**src/rtl/vga_scan_timing.sv**
```systemverilog
// 640x480@60 VGA scan generator: pixel/line counters, active-low syncs, frame strobe,
// a frame-rate flash square wave and a sticky start-up-delay flag for the renderers.
module vga_scan_timing #(
    parameter int H_ACTIVE     = 640,
    parameter int H_FP         = 16,
    parameter int H_SYNC       = 96,
    parameter int H_BP         = 48,
    parameter int V_ACTIVE     = 480,
    parameter int V_FP         = 10,
    parameter int V_SYNC       = 2,
    parameter int V_BP         = 33,
    parameter int FLASH_FRAMES = 15,
    parameter int START_FRAMES = 120
) (
    input  logic       clk,
    input  logic       reset_n,
    input  logic       restart,
    output logic [9:0] hOutQ,
    output logic [9:0] vOutQ,
    output logic       Hsync,
    output logic       Vsync,
    output logic       activeVideo,
    output logic       frame,
    output logic       syncFlash,
    output logic       doneCount
);

    localparam int H_TOTAL = H_ACTIVE + H_FP + H_SYNC + H_BP;
    localparam int V_TOTAL = V_ACTIVE + V_FP + V_SYNC + V_BP;

    localparam logic [9:0] H_LAST     = 10'(H_TOTAL - 1);
    localparam logic [9:0] V_LAST     = 10'(V_TOTAL - 1);
    localparam logic [9:0] H_VIS      = 10'(H_ACTIVE);
    localparam logic [9:0] V_VIS      = 10'(V_ACTIVE);
    localparam logic [9:0] HS_START   = 10'(H_ACTIVE + H_FP);
    localparam logic [9:0] HS_END     = 10'(H_ACTIVE + H_FP + H_SYNC);
    localparam logic [9:0] VS_START   = 10'(V_ACTIVE + V_FP);
    localparam logic [9:0] VS_END     = 10'(V_ACTIVE + V_FP + V_SYNC);

    // Flash counter only has to reach FLASH_FRAMES-1; keep at least one bit.
    localparam int FW = (FLASH_FRAMES > 1) ? $clog2(FLASH_FRAMES) : 1;
    localparam logic [FW-1:0] FLASH_LAST = FW'(FLASH_FRAMES - 1);
    localparam logic [7:0]    START_CNT  = 8'(START_FRAMES);

    logic [FW-1:0] flash_cnt;
    logic [7:0]    start_cnt;

    always_ff @(posedge clk or negedge reset_n) begin
        if (!reset_n) begin
            hOutQ <= '0;
            vOutQ <= '0;
        end else if (hOutQ == H_LAST) begin
            hOutQ <= '0;
            vOutQ <= (vOutQ == V_LAST) ? '0 : vOutQ + 10'd1;
        end else begin
            hOutQ <= hOutQ + 10'd1;
        end
    end

    // Decodes of the registered counters only, so they line up with hOutQ/vOutQ.
    assign Hsync       = !((hOutQ >= HS_START) && (hOutQ < HS_END));
    assign Vsync       = !((vOutQ >= VS_START) && (vOutQ < VS_END));
    assign activeVideo = (hOutQ < H_VIS) && (vOutQ < V_VIS);
    assign frame       = (hOutQ == H_LAST) && (vOutQ == V_LAST);

    always_ff @(posedge clk or negedge reset_n) begin
        if (!reset_n) begin
            flash_cnt <= '0;
            syncFlash <= 1'b0;
        end else if (frame) begin
            if (flash_cnt == FLASH_LAST) begin
                flash_cnt <= '0;
                syncFlash <= ~syncFlash;
            end else begin
                flash_cnt <= flash_cnt + FW'(1);
            end
        end
    end

    // restart wins over a coincident frame; once done, the counter parks.
    always_ff @(posedge clk or negedge reset_n) begin
        if (!reset_n) begin
            start_cnt <= '0;
            doneCount <= 1'b0;
        end else if (restart) begin
            start_cnt <= '0;
            doneCount <= 1'b0;
        end else if (frame && !doneCount) begin
            start_cnt <= start_cnt + 8'd1;
            if (start_cnt + 8'd1 == START_CNT) begin
                doneCount <= 1'b1;
            end
        end
    end

endmodule

```
**config.mk**
```make
export PLATFORM = sky130hd
export DESIGN_NAME = vga_scan_timing
export DESIGN_NICKNAME = d
export VERILOG_FILES = /design/src/rtl/vga_scan_timing.sv
export SDC_FILE = /design/constraint.sdc
export NUM_CORES = 1
export LEC_CHECK = 0
export BUFFER_PORTS_ARGS = -buffer_cell sky130_fd_sc_hd__buf_4
export CORE_MARGIN = 8
export CORE_UTILIZATION = 56
export DETAILED_ROUTE_END_ITERATION = 7
export PLACE_DENSITY = 0.9
export SLEW_MARGIN = 10
export SYNTH_ARGS = -nofsm -noshare
export SYNTH_HDL_FRONTEND = slang
export SYNTH_SLANG_ARGS = --single-unit
```
**constraint.sdc**
```tcl
create_clock -name clk -period 2.7 [get_ports clk]
set_input_delay 0.27 -clock clk [delete_from_list [all_inputs] [get_ports clk]]
set_output_delay 0.27 -clock clk [all_outputs]
set_load 0.02 [all_outputs]
```
* Word level (Yosys, flattened, before mapping) *
Cells that the tools add are included.

word-level totals
  flip-flop bits (word level) = 34
  input bits = 3
  output and inout bits = 26
  logic and storage cells = 41

operators by class
  $add $sub $neg = 4
  order comparisons = 6
  equality and inequality tests = 4
  multiplexer cells = 8
  bitwise gates (word level) = 1
  reductions and logical operators = 12

operators with widths
  kind                                                   count
  adder 10 x 1 -> 10 bit (second input constant)         2
  equality test 10 bit (second input constant)           2
  < comparator 10 bit (second input constant)            2
  < comparator 10 x 9 -> 1 bit (second input constant)   2
  two-way mux 10 bit                                     2
  two-way mux 8 bit                                      2
  >= comparator 10 bit (second input constant)           1
  >= comparator 10 x 9 -> 1 bit (second input constant)  1
  adder 8 x 1 -> 8 bit (second input constant)           1
  equality test 8 x 7 -> 1 bit (second input constant)   1
  logical AND 1 bit                                      5
  adder 4 x 1 -> 4 bit (second input constant)           1
  equality test 4 bit (second input constant)            1
  two-way mux 4 bit                                      1
  AND reduction 2 bit                                    2
  nonzero test 2 bit                                     2
  logical NOT 1 bit                                      3
  two-way mux 1 bit                                      3
  inverter 1 bit                                         1

* Longest topological paths before layout *
Gate-level depths: netlist of the first run.

  word-level depth = 5
  depth in mapped cells = 7
  mapped depth without buffers = 6

* Least setup slack after synthesis of the first run *
No wires, ideal clock.

  path kind = flip-flop to flip-flop
  start = reg hOutQ[0]
  end = reg flash_cnt[0]
  setup time = 0.125 ns
  arrival = 2.106 ns
  setup slack = 0.469 ns
  stages on the path, launching flop included = 7
  buffers on the path = 1
  period minus slack after synthesis = 2.231 ns
  path through = dfrtp_1 > ha_1 > nand3_2 > or3_1 > buf_6 > nor2_2 > mux2_2

between the ends
  longest elaborated chain between the ends = 2

ends and longest elaborated chain
  item                      line  source
  start: declaration        18    output logic [9:0] hOutQ,
  start signal: assignment  56    hOutQ <= hOutQ + 10'd1;
  equality test 10 bit      64    assign frame = (hOutQ == H_LAST) && (vOutQ == V_LAST);
  logical AND 1 bit         64
  via frame                 23    output logic frame,
  end signal: assignment    75    flash_cnt <= flash_cnt + FW'(1);
  end: declaration          45    logic [FW-1:0] flash_cnt;

The timed path passes the listed nets, and every way through them passes these cells.
A chain may end at the register's enable or synchronous reset.

* Worst setup path after layout of the first run *
  start = reg vOutQ[1]
  end = out frame

between the ends
  longest elaborated chain between the ends = 2

ends and longest elaborated chain
  item                      line  source
  start: declaration        19    output logic [9:0] vOutQ,
  start signal: assignment  54    vOutQ <= (vOutQ == V_LAST) ? '0 : vOutQ + 10'd1;
  equality test 10 bit      64
  logical AND 1 bit         64
  end: declaration          23

Every way passes these cells.

==> qor.csv, run 1 <==
stage,metric,value,unit
outcome,status,"complete, no violations",
layout,final_common_cell,dfrtp_1,
die,die_w,73.6,um
hold_path,hp-class,input port to register,
die,io_pins,29,
worst_setup_path,cp_top_family,simple AND/OR/NAND/NOR gates,
timing,max_freq,407,MHz
grt,grt_pass1_wl,6840,um
place,gp_congestion,0.827,
timing,finalHoldViolCount,0,
synthesis,netlist.area_leader.share,0.458,
die,start_util,0.571,
synthesis,ys_seq_elements,34,
worst_setup_path,critical_path_depth,7,
synthesis,synth_nets,193,
drt,drc_errors,0,
layout,stdcell_count,262,
synthesis,synthFlopType,dfrtp_1,
place,numPortBuffers,28,
drt,wire_per_inst,15.0,um
drt,vias_per_cell,5.92,
die,die_y,73.6,um
cts,root_buffer,clkbuf_4,
timing,tns,0,ns
synthesis,ys_seq_area_frac,0.458,
synthesis,synthArstFlopShare,1.00,
layout,layout_common_cells,"34 x dfrtp_1, 31 x buf_4, 13 x nand3_1",
layout,finalNetCount,225,
cts,cts_setup_buffers,0,
power_and_ir_drop,p_leak,0.000950,uW
worst_setup_path,path_max_fanout,18,
worst_setup_path,arrival,2.19,ns
drt,via_count,1550,
layout,drive_above_1_share,0.208,
layout,area_growth,17.2,%
hold_path,hold_depth,2,
worst_setup_path,path_buf_inv,3,
cts,clk_path_buf_depth,2,
cts,numCtsBuffers,5,
worst_setup_path,max_stage_delay,0.48,ns
worst_setup_path,cp_common_cell,buf_4,
place,dp_cells,254,
cts,clk_pin_slew_worst_paths,0.10,ns
cts,clkSinkCount,34,
synthesis,synth_cell_types,43,
grt,antenna_found_initial,0,
synthesis,synth.area.top_cells,"dfrtp_1 46%, xnor2_1 4.7%, ha_1 4.0%, o31ai_1 3.6%, nand3_1 3.5%",
timing,maxSlewViolCount,0,
synthesis,yosys_warnings,0,
synthesis,avgSynthCellArea,10.1,sq um
layout,antenna_cells,0,
timing,final.min_clock_period,2.46,ns
synthesis,synth.cell_area,0.00186,sq mm
timing,fin_ws,0.244,ns
power_and_ir_drop,power.density,360,mW/mm^2
timing,worstMarginPinSlew,0.590,ns
grt,gr-total-overflow,0,
worst_setup_path,crit_required,2.43,ns
die,dieArea,0.00542,sq mm
layout,finalInstanceArea,0.00218,sq mm
synthesis,synthCells,184,
drt,initialDrtViolationCount,157,
worst_setup_path,end_kind,output pin,
place,dp_slack,0.337,ns
die,coreArea,0.00326,sq mm
worst_setup_path,slowest_stage,dfrtp_1,
grt,grt_max_degree,35,
timing,fin_crit_sh,0.909,
die,std_cell_rows,21,
grt,track_usage,0.162,
cts,clock_latency,0.34,ns
grt,grt_pass1_vias,1520,
synthesis,yosysTopAreaCell,dfrtp_1,
drt,drtAntennaViolNets,0,
cts,tritoncts,done,
worst_setup_path,worstSetupStartpointType,register,
worst_setup_path,crit_type,register to output pin,
cts,cts_max_level,2,
timing,maxSlewHeadroom,0.603,
drt,dr.pass1.iters,4,
power_and_ir_drop,irDropWorstVdd,270,uV
timing,finalSetupViolCount,0,
place,dp.final_hpwl,2750,um
job,drv_cap,0,
worst_setup_path,r2r_cells,7,
timing,rsz0062_at_grt,false,
drt,wirelength,3930,um
worst_setup_path,crit_chain,inv_1 -> ha_1 -> nor4bb_1 -> nand4_1 -> buf_4 -> nor2_2 -> buf_4,
synthesis,synth-edff-count,0,
timing,clock_skew,0.00827,ns
place,placed_area,0.00212,sq mm
metrics by stage:
step | hold WS [ns] | total power (uW) | util
after floorplan | -0.0256 | 521 | -
after global placement | 0.239 | 534 | 0.649
after detailed placement | 0.246 | 534 | 0.649
after CTS | 0.158 | 792 | 0.667
after global routing | 0.173 | 812 | 0.669
final | 0.169 | 785 | 0.669
routing by layer:
layer | GRT usage | wire [um]
met5 | 0 | 0
met4 | 0.106 | 109
met3 | 0.0341 | 221
met2 | 0.252 | 1870
met1 | 0.198 | 1730
what timing repair did:
item / CTS / global route
endpoints found under the setup margin: 0 / 1
hold buffers: 1 / 0
endpoints found under the hold margin: 34 / 0
gates resized for setup: 0 / 1
cells in the mapped netlist (3+ instances only):
cell type / number
or4_1: 5
nand4_1: 7
ha_1: 6
o31ai_1: 9
nor2_1: 11
nor4_1: 4
xor2_1: 4
clkbuf_1: 6
and3_1: 4
nand2_1: 4
nand3_1: 13
nor3_1: 6
nor2b_1: 3
a21oi_1: 8
o21ai_0: 8
and2_1: 3
dfrtp_1: 34
xnor2_1: 10
nand4b_1: 4
inv_1: 7
final timing paths:
path	from	end	slack (ns)
min in group asynchronous	reset_n	hOutQ[5]$_DFF_PN0_	0.41
max in group asynchronous	reset_n	doneCount$_DFFE_PN0P_	1.99
worst max register to register	vOutQ[1]$_DFFE_PN0N_	start_cnt[7]$_DFFE_PN0P_	0.49
worst min register to register	syncFlash$_DFFE_PN0P_	syncFlash$_DFFE_PN0P_	0.47
worst min-delay path	restart	start_cnt[2]$_DFFE_PN0P_	0.17
worst max-delay path	vOutQ[1]$_DFFE_PN0N_	frame	0.24
registers in the layout (all words and copies together), names as in the netlist:
register / count
doneCount: 1
flash_cnt: 4
hOutQ: 10
start_cnt: 8
syncFlash: 1
vOutQ: 10
power by group:
part | internal (uW) | switching [uW]
Combinational | 3.23 | 12.4
Clock | 93.5 | 167
Sequential | 509 | 0.000000000000258
worst register-to-register path, stage by stage, from the launching register on:
cell	delay [ns]
dfrtp_1	0.48
inv_1	0.13
ha_1	0.18
nor4bb_1	0.29
nand4_1	0.13
buf_4	0.22
nor4_1	0.32
mux2_1	0.35
final cells by class:
| type | count | area (sq um) |
|---|---|---|
| Clock inverter | 2 | 10.0 |
| Tap cell | 46 | 57.6 |
| Fill cell | 278 | 1080 |
| Sequential cell | 34 | 851 |
| Clock buffer | 5 | 37.5 |
| Multi-Input combinational cell | 136 | 953 |
| Inverter | 7 | 26.3 |
| Timing Repair Buffer | 32 | 243 |
cells by family (layout without fill, tap and decap cells):
| family | after synthesis | count (layout) | synth area share |
|---|---|---|---|
| xor+xnor | 14 | 14 | 0.0659 |
| buf+inv | 14 | 46 | 0.0323 |
| flops | 34 | 34 | 0.458 |
| fa+ha+maj | 6 | 6 | 0.0404 |
| mux | 4 | 4 | 0.0236 |
| compound gates | 33 | 33 | 0.114 |
| simple gates | 79 | 79 | 0.266 |
No activity file was read; power rests on OpenSTA's default activity.
==> run 2: changes to the inputs <==
Settings changed: BUFFER_PORTS_ARGS -buffer_cell sky130_fd_sc_hd__buf_4 to default, CORE_UTILIZATION 56 to 62, CTS_CLUSTER_SIZE from default to 24, DONT_BUFFER_PORTS from default to 1, PLACE_DENSITY 0.9 to 0.89.
==> run 2 against run 1 <==
Net effect:
- via count shrank 0.90%
- clock power is 34% higher
- non-clock buffer count decreased by 20
- wire length is 4.7% higher
- register-to-register slack lost 0.04 ns
- clock skew up 0.0040 ns
==> qor.csv, run 2 (synthesis results as in run 1) <==
stage,metric,value,unit,change
timing,final.min_clock_period,2.51,ns,+0.0594 ns
layout,finalNetCount,205,,-8.9%
die,coreArea,0.00295,sq mm,-9.4%
timing,holdWs,0.0978,ns,-0.0707 ns
worst_setup_path,crit_required,2.43,ns,about the same
grt,gr-total-overflow,0,,unchanged
layout,stdcell_count,230,,-12%
timing,maxSlewViolCount,0,,unchanged
job,drv_cap,0,,unchanged
worst_setup_path,path_max_fanout,19,,+1
layout,area_growth,10.7,%,
grt,grt_pass1_vias,1449,,-4.7%
cts,tritoncts,done,,
power_and_ir_drop,power.share.sequential,0.580,,-0.068
layout,fill_cells,215,,-23%
timing,maxSlewHeadroom,0.549,,-0.0541
die,io_pins,29,,unchanged
worst_setup_path,worstSetupStartpointType,register,,
die,dieArea,0.00501,sq mm,-7.6%
drt,wire_per_inst,17.9,um,+19%
timing,clock_skew,0.0123,ns,+0.00399 ns
die,die_y,70.8,um,-3.9%
drt,via_count,1536,,-0.90%
hold_path,hp-class,input port to register,,
timing,tns,0,ns,unchanged
cts,clkSinkCount,34,,unchanged
cts,cts_max_level,2,,unchanged
worst_setup_path,crit_type,register to output pin,,
layout,antenna_cells,0,,unchanged
power_and_ir_drop,clkPwrFrac,0.400,,+0.068
layout,layout_common_cells,"34 x dfrtp_1, 13 x nand3_1, 11 x nor2_1",,
cts,cts_setup_buffers,0,,unchanged
grt,antenna_found_initial,0,,unchanged
place,dp_cells,219,,-14%
timing,fin_crit_sh,0.931,,+0.0220
timing,rsz0062_at_grt,false,,
timing,finalSetupViolCount,0,,unchanged
place,gp_congestion,0.877,,+5.9%
power_and_ir_drop,p_leak,0.000865,uW,-8.9%
grt,grt_pass1_wl,6930,um,+1.3%
power_and_ir_drop,swShare,0.211,,-0.0177
power_and_ir_drop,p_total,877,uW,+12%
layout,final_common_cell,dfrtp_1,,
drt,drc_errors,0,,unchanged
power_and_ir_drop,irDropWorstVdd,291,uV,+7.8%
timing,fin_ws,0.185,ns,-0.0594 ns
cts,numCtsBuffers,5,,unchanged
place,dp.final_hpwl,2830,um,+3.0%
power_and_ir_drop,power_frac_comb,0.020,,about the same
die,start_util,0.630,,+0.0590
outcome,status,"complete, no violations",,
power_and_ir_drop,switching_power,185,uW,+3.1%
cts,clk_pin_slew_worst_paths,0.11,ns,about the same
timing,worstMarginPinSlew,0.672,ns,+0.0815 ns
cts,clk_path_buf_depth,2,,unchanged
layout,drive_above_1_share,0.127,,-0.0814
place,dp_slack,0.264,ns,-0.0728 ns
power_and_ir_drop,power.density,426,mW/mm^2,+18%
cts,clock_latency,0.34,ns,about the same
worst_setup_path,arrival,2.24,ns,+0.05 ns
grt,track_usage,0.173,,+0.0107
die,std_cell_rows,20,,-4.8%
drt,initialDrtViolationCount,127,,-19%
drt,drtAntennaViolNets,0,,unchanged
drt,vias_per_cell,6.68,,+13%
die,die_w,70.8,um,-3.9%
timing,max_freq,398,MHz,-2.4%
layout,reg_top3,"hOutQ: 10 flops, vOutQ: 10 flops, start_cnt: 8 flops",,
timing,finalHoldViolCount,0,,unchanged
cts,root_buffer,clkbuf_4,,
grt,grt_max_degree,35,,unchanged
drt,wirelength,4120,um,+4.7%
drt,dr.pass1.iters,4,,unchanged
worst_setup_path,end_kind,output pin,,
power_and_ir_drop,p_int,692,uW,+14%
place,numPortBuffers,0,,-100%
run 2: cell count changes in the layout (fill, tap and decap cells not counted):
| cell | change |
|---|---|
| buf_4 | -22 |
| clkbuf_8 | +3 |
| clkinv_2 | -2 |
| buf_12 | +1 |
| dlygate4sd3_1 | +1 |
run 2: routing by layer:
metal | part of all wire | up-vias | routed length [um] | GRT usage
met3 | 0.074 | 13 | 304 | 0.0480
met4 | 0.030 | 0 | 123 | 0.0855
met1 | 0.40 | 757 | 1630 | 0.198
met5 | 0 | - | 0 | 0
met2 | 0.50 | 57 | 2060 | 0.290
li1 | - | 709 | - | -
run 2: power groups by stage:
stage	combinational, uW	sequential (uW)	clock [uW]
floorplan	2.36	519	0
global placement	0.677	519	0
detailed placement	0.740	519	0
CTS	18.2	509	356
global route	20.0	509	376
finish	17.3	509	351
run 2: through the flow:
step | utilization | area, sq um
floorplan | - | 1860
global placement | 0.655 | 1930
detailed placement | 0.655 | 1930
CTS | 0.697 | 2060
global route | 0.697 | 2060
finish | 0.697 | 2060
run 2: area by class of cell:
class                           count  area [sq um]  area share
Multi-Input combinational cell    136           953       0.463
Sequential cell                    34           851       0.413
Timing Repair Buffer               12           108      0.0523
Clock buffer                        8          78.8      0.0383
Tap cell                           33          41.3      0.0201
Inverter                            7          26.3      0.0128
run 2: path summary, 6_finish.rpt:
path                            slack, ns                       end                  from  depth (start not counted)
worst min register to register       0.56      vOutQ[1]$_DFFE_PN0N_  vOutQ[1]$_DFFE_PN0N_                          2
worst max-delay path                 0.19                     frame    hOutQ[0]$_DFF_PN0_                          5
max in group asynchronous            2.15  start_cnt[0]$_DFFE_PN0P_               reset_n                          2
worst min-delay path                  0.1     doneCount$_DFFE_PN0P_               restart                          2
worst max register to register       0.45  start_cnt[7]$_DFFE_PN0P_    hOutQ[0]$_DFF_PN0_                          5
min in group asynchronous            0.36      vOutQ[4]$_DFFE_PN0N_               reset_n                          2
run 2: critical path: stages (launching register included):
cell     delay [ns]
dfrtp_1        0.49
ha_1           0.27
nand3_2        0.17
or3_4          0.54
nor2_2         0.24
buf_4          0.19
run 2: repair_timing:
action | 4_1_cts | 5_1_grt
resized for setup | 1 | 0
hold buffers | 3 | 0
endpoints found under the hold margin | 41 | 0
endpoints found under the setup margin | 1 | 0
==> run 3: changes to the inputs <==
Settings changed: CORE_ASPECT_RATIO from default to 0.75, CTS_CLUSTER_SIZE 24 to 8.
==> run 3 against run 2 <==
Net effect:
- clock power up 2%
- final area down 0.67%
- die area up 0.37%
- sequential cell count unchanged
- critical endpoint unchanged
- combinational power down 14%
- critical path depth unchanged
- total power up 0.66%
- clock skew down 0.0055 ns
- global-route usage down 0.072 points
- sequential power about the same
- worst hold slack worse by 0.064 ns
- largest cell class unchanged
- non-clock buffer count down 2
==> qor.csv, run 3 (synthesis results as in run 1) <==
stage,metric,value,unit,change
drt,vias_per_cell,6.63,,-0.67%
die,dieArea,0.00503,sq mm,+0.37%
place,gp_congestion,0.865,,-1.3%
hold_path,hp-class,input port to register,,
drt,wirelength,4270,um,+3.6%
timing,fin_crit_sh,0.885,,-0.0469
worst_setup_path,crit_type,register to output pin,,
worst_setup_path,arrival,2.12,ns,-0.12 ns
place,placed_area,0.00193,sq mm,about the same
worst_setup_path,cp-startpoint,hOutQ[0]$_DFF_PN0_,,
timing,worstMarginPinSlew,0.681,ns,+0.00925 ns
power_and_ir_drop,power.density,432,mW/mm^2,+1.3%
worst_setup_path,path_max_fanout,19,,unchanged
cts,cts_max_level,2,,unchanged
layout,finalInstanceArea,0.00204,sq mm,-0.67%
worst_setup_path,max_stage_delay,0.54,ns,about the same
cts,clk_pin_slew_worst_paths,0.07,ns,-0.04 ns
layout,finalNetCount,203,,-0.98%
timing,clock_skew,0.00681,ns,-0.00546 ns
worst_setup_path,end_kind,output pin,,
drt,via_count,1539,,+0.20%
drt,dr.pass1.iters,4,,unchanged
place,dp.final_hpwl,2970,um,+4.9%
hold_path,holdCritStartpoint,restart,,
timing,final.min_clock_period,2.39,ns,-0.127 ns
drt,drc_errors,0,,unchanged
layout,drive_above_1_share,0.108,,-0.0187
timing,max_freq,419,MHz,+5.3%
layout,layout_common_cells,"34 x dfrtp_1, 13 x nand3_1, 11 x nor2_1",,
cts,clock_latency,0.29,ns,-0.05 ns
timing,maxSlewHeadroom,0.542,,-0.00691
cts,clkSinkCount,34,,unchanged
layout,antenna_cells,0,,unchanged
layout,fill_cells,211,,-1.9%
grt,antenna_found_initial,0,,unchanged
job,drv_cap,0,,unchanged
timing,tns,0,ns,unchanged
die,io_pins,29,,unchanged
worst_setup_path,crit_chain,ha_1 -> nand3_2 -> or3_4 -> nor2_2 -> buf_4,,
layout,final_common_cell,dfrtp_1,,
die,start_util,0.643,,+0.0131
layout,reg_top3,"hOutQ: 10 flops, vOutQ: 10 flops, start_cnt: 8 flops",,
layout,multi_input_area,953,sq um,unchanged
place,numPortBuffers,0,,unchanged
worst_setup_path,timing.rr.start,hOutQ[0]$_DFF_PN0_,,
grt,track_usage,0.172,,-0.000717
die,die_y,63.4,um,-10%
grt,grt_pass1_vias,1413,,-2.5%
grt,grt_pass1_wl,6870,um,-0.89%
cts,tritoncts,done,,
cts,root_buffer,clkbuf_8,,
worst_setup_path,slowest_stage,or3_4,,
worst_setup_path,crit_required,2.43,ns,about the same
die,std_cell_rows,17,,-15%
grt,grt_max_degree,35,,unchanged
cts,numCtsBuffers,5,,unchanged
worst_setup_path,worstSetupStartpointType,register,,
die,die_w,79.2,um,+12%
drt,drtAntennaViolNets,0,,unchanged
grt,gr-total-overflow,0,,unchanged
layout,ff_latch_area,851,sq um,unchanged
timing,maxSlewViolCount,0,,unchanged
outcome,status,"complete, no violations",,
timing,finalHoldViolCount,0,,unchanged
power_and_ir_drop,p_leak,0.000849,uW,-1.8%
drt,wire_per_inst,18.4,um,+2.7%
power_and_ir_drop,irDropWorstVdd,264,uV,-9.2%
layout,final_core_util,0.707,,+0.00971
die,coreArea,0.00289,sq mm,-2.0%
worst_setup_path,rrSetupSlack,0.43,ns,-0.02 ns
layout,area_growth,9.96,%,
drt,initialDrtViolationCount,115,,-9.4%
timing,rsz0062_at_grt,false,,
cts,clk_path_buf_depth,2,,unchanged
timing,finalSetupViolCount,0,,unchanged
## run 3: final timing paths
kind,endpoint,cells past startpoint
worst max-delay path,frame,5
worst min-delay path,start_cnt[5]$_DFFE_PN0P_,1
max in group asynchronous,start_cnt[4]$_DFFE_PN0P_,2
worst min register to register,start_cnt[6]$_DFFE_PN0P_,2
worst max register to register,start_cnt[4]$_DFFE_PN0P_,5
min in group asynchronous,hOutQ[4]$_DFF_PN0_,2
## run 3: power by group
| group | internal (uW) | switching [uW] | total (uW) |
|---|---|---|---|
| clock | 177 | 181 | 359 |
| sequential | 509 | 0.000000000000271 | 509 |
| combinational | 4.33 | 10.5 | 14.9 |
| total | 691 | 192 | 883 |
## run 3: final cells by class
type / count / share of cell area
inverter: 7 / 0.0129
timing repair buffer: 10 / 0.0441
clock buffer: 7 / 0.0373
sequential: 34 / 0.416
multi-input combinational: 136 / 0.466
tap: 38 / 0.0233
## run 3: timing repair
| item | 4_1_cts | 5_1_grt |
|---|---|---|
| setup buffers | 0 | 0 |
| endpoints found under the hold margin | 34 | 0 |
| endpoints found under the setup margin | 0 | 1 |
| hold buffers | 2 | 0 |
| resized for setup | 0 | 1 |
## run 3: worst max-delay path: cells and delay by family (launching register included)
kind / cells / cell delay, ns
adder cells (fa/ha/maj): 1 / 0.27
buffers and inverters: 1 / 0.19
flip-flops: 1 / 0.49
AND/OR/NAND/NOR: 3 / 0.88
## run 3: metal layers
metal  part of all wire  wire length [um]  vias up  GRT usage
li1                   -                 -      703          -
met1               0.43              1850      767      0.210
met2               0.46              1980       62      0.252
met3              0.087               371        7     0.0878
met4              0.015                66        0     0.0645
met5                  0                 0        -          0
## run 3: stage by stage
step	hold slack, ns	std cells	power (uW)	setup WS, ns
after floorplan	-0.0256	184	521	0.469
after global placement	-0.0248	223	520	0.348
after detailed placement	-0.0248	223	520	0.249
after CTS	0.0265	232	887	0.118
after global routing	0.0224	232	908	0.209
final	0.0342	232	883	0.312
